### config.mk
export PLATFORM = sky130hd
export DESIGN_NAME = pipeline_credit_sink
export DESIGN_NICKNAME = d
export VERILOG_FILES = /design/src/rtl/pipeline_credit_pkg.sv /design/src/rtl/sync_fifo_regs.sv /design/src/rtl/pipeline_credit_sink.sv
export SDC_FILE = /design/constraint.sdc
export NUM_CORES = 1
export LEC_CHECK = 0
export BUFFER_PORTS_ARGS = -buffer_cell sky130_fd_sc_hd__buf_2
export CORE_MARGIN = 5
export CORE_UTILIZATION = 50
export CTS_CLUSTER_SIZE = 28
export DETAILED_ROUTE_END_ITERATION = 10
export GPL_TIMING_DRIVEN = 0
export PLACE_DENSITY = 0.84
export SLEW_MARGIN = 20
export SYNTH_ARGS = -nofsm -noshare
export SYNTH_HDL_FRONTEND = slang
export SYNTH_HIERARCHICAL = 1
export SYNTH_SLANG_ARGS = --single-unit
### constraint.sdc
create_clock -name clk -period 5.85 [get_ports clk]
set_clock_uncertainty 0.15 [all_clocks]
set_input_delay 1.17 -clock clk [delete_from_list [all_inputs] [get_ports clk]]
set_output_delay 1.17 -clock clk [all_outputs]
set_load 0.02 [all_outputs]
### src/rtl/pipeline_credit_pkg.sv
// Shared types and sizing helpers for the credit-controlled pipeline sink.
// Imported by the result FIFO and the top-level credit logic.
package pipeline_credit_pkg;

    // Width needed to hold values 0..depth inclusive.
    function automatic int cnt_width(input int depth);
        return $clog2(depth + 1);
    endfunction

    // Flush countdown register width; bounds the supported pipeline latency.
    localparam int FLUSH_W = 8;

    typedef enum logic [1:0] {
        ERR_NONE,
        ERR_UNEXPECTED,
        ERR_OVERFLOW
    } err_cause_e;

endpackage

### src/rtl/sync_fifo_regs.sv
// Flop-based synchronous FIFO with occupancy count.
// Read data is the registered head entry; a write is never bypassed to the read port.
module sync_fifo_regs
    import pipeline_credit_pkg::*;
#(
    parameter int WIDTH = 32,
    parameter int DEPTH = 4,
    localparam int CW = cnt_width(DEPTH),
    localparam int PW = $clog2(DEPTH)
) (
    input  logic             clk,
    input  logic             rst_n,
    input  logic             push,
    input  logic             pop,
    input  logic [WIDTH-1:0] wdata,
    output logic [WIDTH-1:0] rdata,
    output logic [CW-1:0]    count,
    output logic             full,
    output logic             empty
);

    localparam logic [PW-1:0] LAST = PW'(DEPTH - 1);

    logic [WIDTH-1:0] mem [DEPTH];
    logic [PW-1:0]    wr_ptr;
    logic [PW-1:0]    rd_ptr;

    // Pointer and occupancy tracking; push and pop together leave count unchanged.
    always_ff @(posedge clk) begin
        if (!rst_n) begin
            wr_ptr <= '0;
            rd_ptr <= '0;
            count  <= '0;
        end else begin
            if (push) wr_ptr <= (wr_ptr == LAST) ? '0 : wr_ptr + 1'b1;
            if (pop)  rd_ptr <= (rd_ptr == LAST) ? '0 : rd_ptr + 1'b1;
            count <= count + CW'(push) - CW'(pop);
        end
    end

    // Storage array; contents need no reset because count gates visibility.
    always_ff @(posedge clk) begin
        if (push) mem[wr_ptr] <= wdata;
    end

    assign rdata = mem[rd_ptr];
    assign full  = (count == CW'(DEPTH));
    assign empty = (count == '0);

endmodule

### src/rtl/pipeline_credit_sink.sv
// Consumer end of a non-stalling fixed-latency pipeline.
// Credits cover in-flight plus buffered results so no result can be lost.
module pipeline_credit_sink
    import pipeline_credit_pkg::*;
#(
    parameter int DATA_WIDTH   = 32,
    parameter int RESULT_WIDTH = 32,
    parameter int PIPE_LATENCY = 1,
    parameter int DEPTH        = 4
) (
    input  logic                    clk,
    input  logic                    rst_n,
    input  logic                    req_valid,
    output logic                    req_ready,
    input  logic [DATA_WIDTH-1:0]   req_data,
    output logic                    pipe_in_valid,
    output logic [DATA_WIDTH-1:0]   pipe_in_data,
    input  logic                    pipe_out_valid,
    input  logic [RESULT_WIDTH-1:0] pipe_out_data,
    output logic                    resp_valid,
    input  logic                    resp_ready,
    output logic [RESULT_WIDTH-1:0] resp_data,
    output logic                    err
);

    localparam int CW  = cnt_width(DEPTH);
    localparam int CRW = CW + 1;
    localparam logic [CRW-1:0] DEPTH_C = CRW'(DEPTH);

    logic [CW-1:0]      inflight;
    logic [CW-1:0]      count;
    logic [FLUSH_W-1:0] flush;
    logic [CRW-1:0]     credits;
    logic               flushing;
    logic               issue;
    logic               accept;
    logic               push;
    logic               pop;
    logic               full;
    logic               empty;
    err_cause_e         err_cause;

    // Extra bit so a broken invariant shows up as a large value, not a wrap to small.
    assign credits  = DEPTH_C - CRW'(inflight) - CRW'(count);
    assign flushing = (flush != '0);

    assign req_ready     = rst_n & ~flushing & (credits != '0);
    assign issue         = req_valid & req_ready;
    assign pipe_in_valid = issue;
    assign pipe_in_data  = req_data;

    assign resp_valid = rst_n & ~empty;
    assign pop        = resp_valid & resp_ready;
    assign accept     = pipe_out_valid & ~flushing;

    // Classify each accepted result; anything but ERR_NONE is dropped.
    always_comb begin
        err_cause = ERR_NONE;
        if (accept) begin
            if (inflight == '0)   err_cause = ERR_UNEXPECTED;
            else if (full && !pop) err_cause = ERR_OVERFLOW;
        end
    end

    assign push = accept & (err_cause == ERR_NONE);

    // In-flight tracking, post-reset flush countdown and sticky error flag.
    always_ff @(posedge clk) begin
        if (!rst_n) begin
            inflight <= '0;
            flush    <= FLUSH_W'(PIPE_LATENCY);
            err      <= 1'b0;
        end else begin
            if (flushing) flush <= flush - 1'b1;
            if (issue && !(accept && inflight != '0))
                inflight <= inflight + 1'b1;
            else if (!issue && accept && inflight != '0)
                inflight <= inflight - 1'b1;
            if (err_cause != ERR_NONE) err <= 1'b1;
        end
    end

    sync_fifo_regs #(
        .WIDTH (RESULT_WIDTH),
        .DEPTH (DEPTH)
    ) u_fifo (
        .clk   (clk),
        .rst_n (rst_n),
        .push  (push),
        .pop   (pop),
        .wdata (pipe_out_data),
        .rdata (resp_data),
        .count (count),
        .full  (full),
        .empty (empty)
    );

    a_credit_bound: assert property (
        @(posedge clk) disable iff (!rst_n) credits <= DEPTH_C);

    a_issue_has_credit: assert property (
        @(posedge clk) disable iff (!rst_n) issue |-> credits != '0);

    a_err_sticks: assert property (
        @(posedge clk) disable iff (!rst_n) (err_cause != ERR_NONE) |=> err);

endmodule

==> run_results.csv <==
group,metric,value,unit
place,dp_hpwl,7670,µm
logic_synthesis,synth_edf_count,128,
clock_tree,cts_htree_levels,4,
clock_tree,cts.clk_slew.worst_paths,0.06,ns
floorplanning,dieHeight,121,µm
sta,setup_viol,0,
finish,stdcell_area,7680,µm²
logic_synthesis,syn_area_per_cell,18.5,µm²
worst_setup_path,criticalPathCategory,"reg -> out",
logic_synthesis,synth_top_flop_cell,"edfxtp_1",
worst_setup_path,crit_arrival,2.77,ns
drt,final_antenna_net_count,0,
clock_tree,cts_resized,0,
place,placed_area,7010,µm²
clock_tree,cts_tree,"yes",
power_and_ir_drop,p_leak,2.86,nW
sta,tightest_slew,0.545,ns
finish,syn_to_final_growth,24.5,%
power_and_ir_drop,p_per_area,381,nW/µm²
floorplanning,core,12100,µm²
sta,setup_ws,1.76,ns
worst_hold_path,min_from,"err$_SDFFE_PN0P_",
clock_tree,worstSkewPairLatency,0.41,ns
grt,track_usage,16.0,%
grt,grt_pass1_wl,17600,µm
logic_synthesis,synth.net_count,418,
place,globalplace.congestion,0.815,
logic_synthesis,netlist_instances,333,
logic_synthesis,synth_common_cells,"edfxtp_1 (128), buf_4 (32), mux4_2 (30)",
sta,rsz0062_at_grt,"false",
logic_synthesis,synth_warnings,6,
logic_synthesis,synth_most_common_cell,"edfxtp_1",
drt,via_count,3183,
floorplanning,die_area,14700,µm²
worst_setup_path,required,4.53,ns
logic_synthesis,yosysUniqueCellTypes,42,
place,pre_cts_ws,2.03,ns
floorplanning,die_w,121,µm
grt,grt_pass1_vias,3551,
sta,fin_crit_sh,69.8,%
finish,fin_nets,545,
clock_tree,ctsHoldBuffers,0,
sta,slew_viol_final,0,
job,max_cap_violations,0,
power_and_ir_drop,vdd_drop_max,158,µV
grt,grt_start_max_net_pins,21,
floorplanning,std_cell_rows,40,
sta,tns,0,ns
clock_tree,cts_buffers,17,
worst_setup_path,critPathMaxFanout,6,
logic_synthesis,ys_seq_area_share,69.1,%
logic_synthesis,yosys-top-cells-area,"edfxtp_1 (62%), mux4_2 (11%), dfxtp_1 (6.8%)",
sta,hold_violations,0,
worst_setup_path,startpoint,"inflight[0]$_SDFFE_PN0P_",
sta,slew_headroom,63.7,%
finish,drive_above_1_share,45.5,%
place,port_buffers,104,
floorplanning,io_pins,137,
logic_synthesis,ys_ff_latch,149,
logic_synthesis,yosys.area.top_type,"edfxtp_1",
worst_setup_path,critPathLaunchType,"flop",
clock_tree,post-cts-setup-buffer-count,0,
grt,grt_overflow,0,
logic_synthesis,synthArstFlopShare,0,%
drt,viasPerCell,4.97,
sta,max_freq,245,MHz
finish,fillers,863,
worst_setup_path,endpoint_kind,"output port",
logic_synthesis,syn_area,6170,µm²
drt,routed_wl,11000,µm
clock_tree,cts-root-buf,"clkbuf_16",
clock_tree,cts_sinks,149,
logic_synthesis,netlist.area_leader.share,62.3,%
grt,antenna_found_initial,1,
sta,layout_min_cycle_time,4.09,ns
drt,drcViolationCount,0,
drt,drt_iter0_drc,132,
finish,diodes,0,
worst_setup_path,r2r_start,"inflight[0]$_SDFFE_PN0P_",
floorplanning,start_util,51.1,%
drt,wl_per_cell,17.1,µm
run_status,status,"completed",
clock_tree,clk_path_buf_depth,2,
worst_hold_path,hold_path_class,"reg -> reg",
drt,drt_pass1_iterations,5,
## layout make-up
class                   instances  area [µm²]  area share, %
flip-flops and latches        149        4260           55.6
plain buffers                  40         330           4.30
inverters                      15        56.3          0.733
well taps                     168         210           2.74
clock buffers                  19         433           5.64
clock inverters                13         230           3.00
repair buffers                108         631           8.22
multi-input cells             129        1520           19.8
## cells by family after synthesis
| group | count (synthesis) | synth area share (%) |
|---|---|---|
| adder cells (fa/ha/maj) | 16 | 3.61 |
| multiplexers | 39 | 13.0 |
| flip-flops | 149 | 69.1 |
| AO/OA/AOI/OAI | 12 | 1.52 |
| XOR/XNOR | 7 | 1.22 |
| AND/OR/NAND/NOR | 55 | 5.23 |
| buffers and inverters | 55 | 6.27 |
## where the power goes
part	total, W	internal, W	switching (W)	leakage (nW)
registers	0.00123	0.00119	0.0000413	1.32
logic	0.000488	0.000236	0.000251	1.22
clock network	0.00120	0.000800	0.000405	0.314
total	0.00293	0.00223	0.000698	2.86
## cells in the final DEF, fill, tap and decap left out, types with 6 or more instances in the layout
master / Yosys / layout
edfxtp_1: 128 / 128
buf_2: 3 / 107
buf_4: 32 / 32
mux4_2: 30 / 30
dfxtp_1: 21 / 21
clkbuf_16: 0 / 17
inv_1: 15 / 15
nand2_1: 13 / 13
ha_1: 13 / 13
nor2_1: 8 / 8
nor2b_1: 7 / 7
mux2i_1: 6 / 6
bufinv_16: 0 / 6
## path summary, 6_finish.rpt
check,endpoint,slack (ns),cells after the start
min,err$_SDFFE_PN0P_,0.32,1
min reg2reg,err$_SDFFE_PN0P_,0.32,1
max reg2reg,inflight[2]$_SDFFE_PN0P_,2.56,13
max,pipe_in_valid,1.76,8
## state kept, by name (all words and copies together), names as in the netlist, named ones only
register,flops
err,1
u_fifo/wr_ptr,2
flush,8
u_fifo/count,3
inflight,3
u_fifo/mem,128
u_fifo/rd_ptr,2
## critical path: stages, from the launching register on
cell and delay (ns):
dfxtp_1 0.45, inv_1 0.10, ha_1 0.21, ha_1 0.19
fa_1 0.42, or3_1 0.34, o211a_1 0.28, and2b_1 0.20
buf_2 0.16
## per-layer routing
metal / share of wire [%] / GRT usage [%] / vias up
met3: 5.1 / 4.71 / 13
met5: 0.15 / 0 / -
li1: - / - / 1505
met1: 40 / 18.1 / 1575
met2: 53 / 28.4 / 88
met4: 1.5 / 5.95 / 2
## per-stage QoR
step / power, W / hold slack, ns / instances / util (%)
after CTS: 0.00296 / 0.326 / 641 / 63.6
after global routing: 0.00306 / 0.352 / 641 / 63.6
after detailed placement: 0.00175 / 0.310 / 609 / 58.1
final: 0.00293 / 0.316 / 641 / 63.6
after floorplan: 0.00162 / 0.308 / 333 / -
after global placement: 0.00172 / 0.297 / 605 / 57.2
Power figures use the tool's default switching activity.
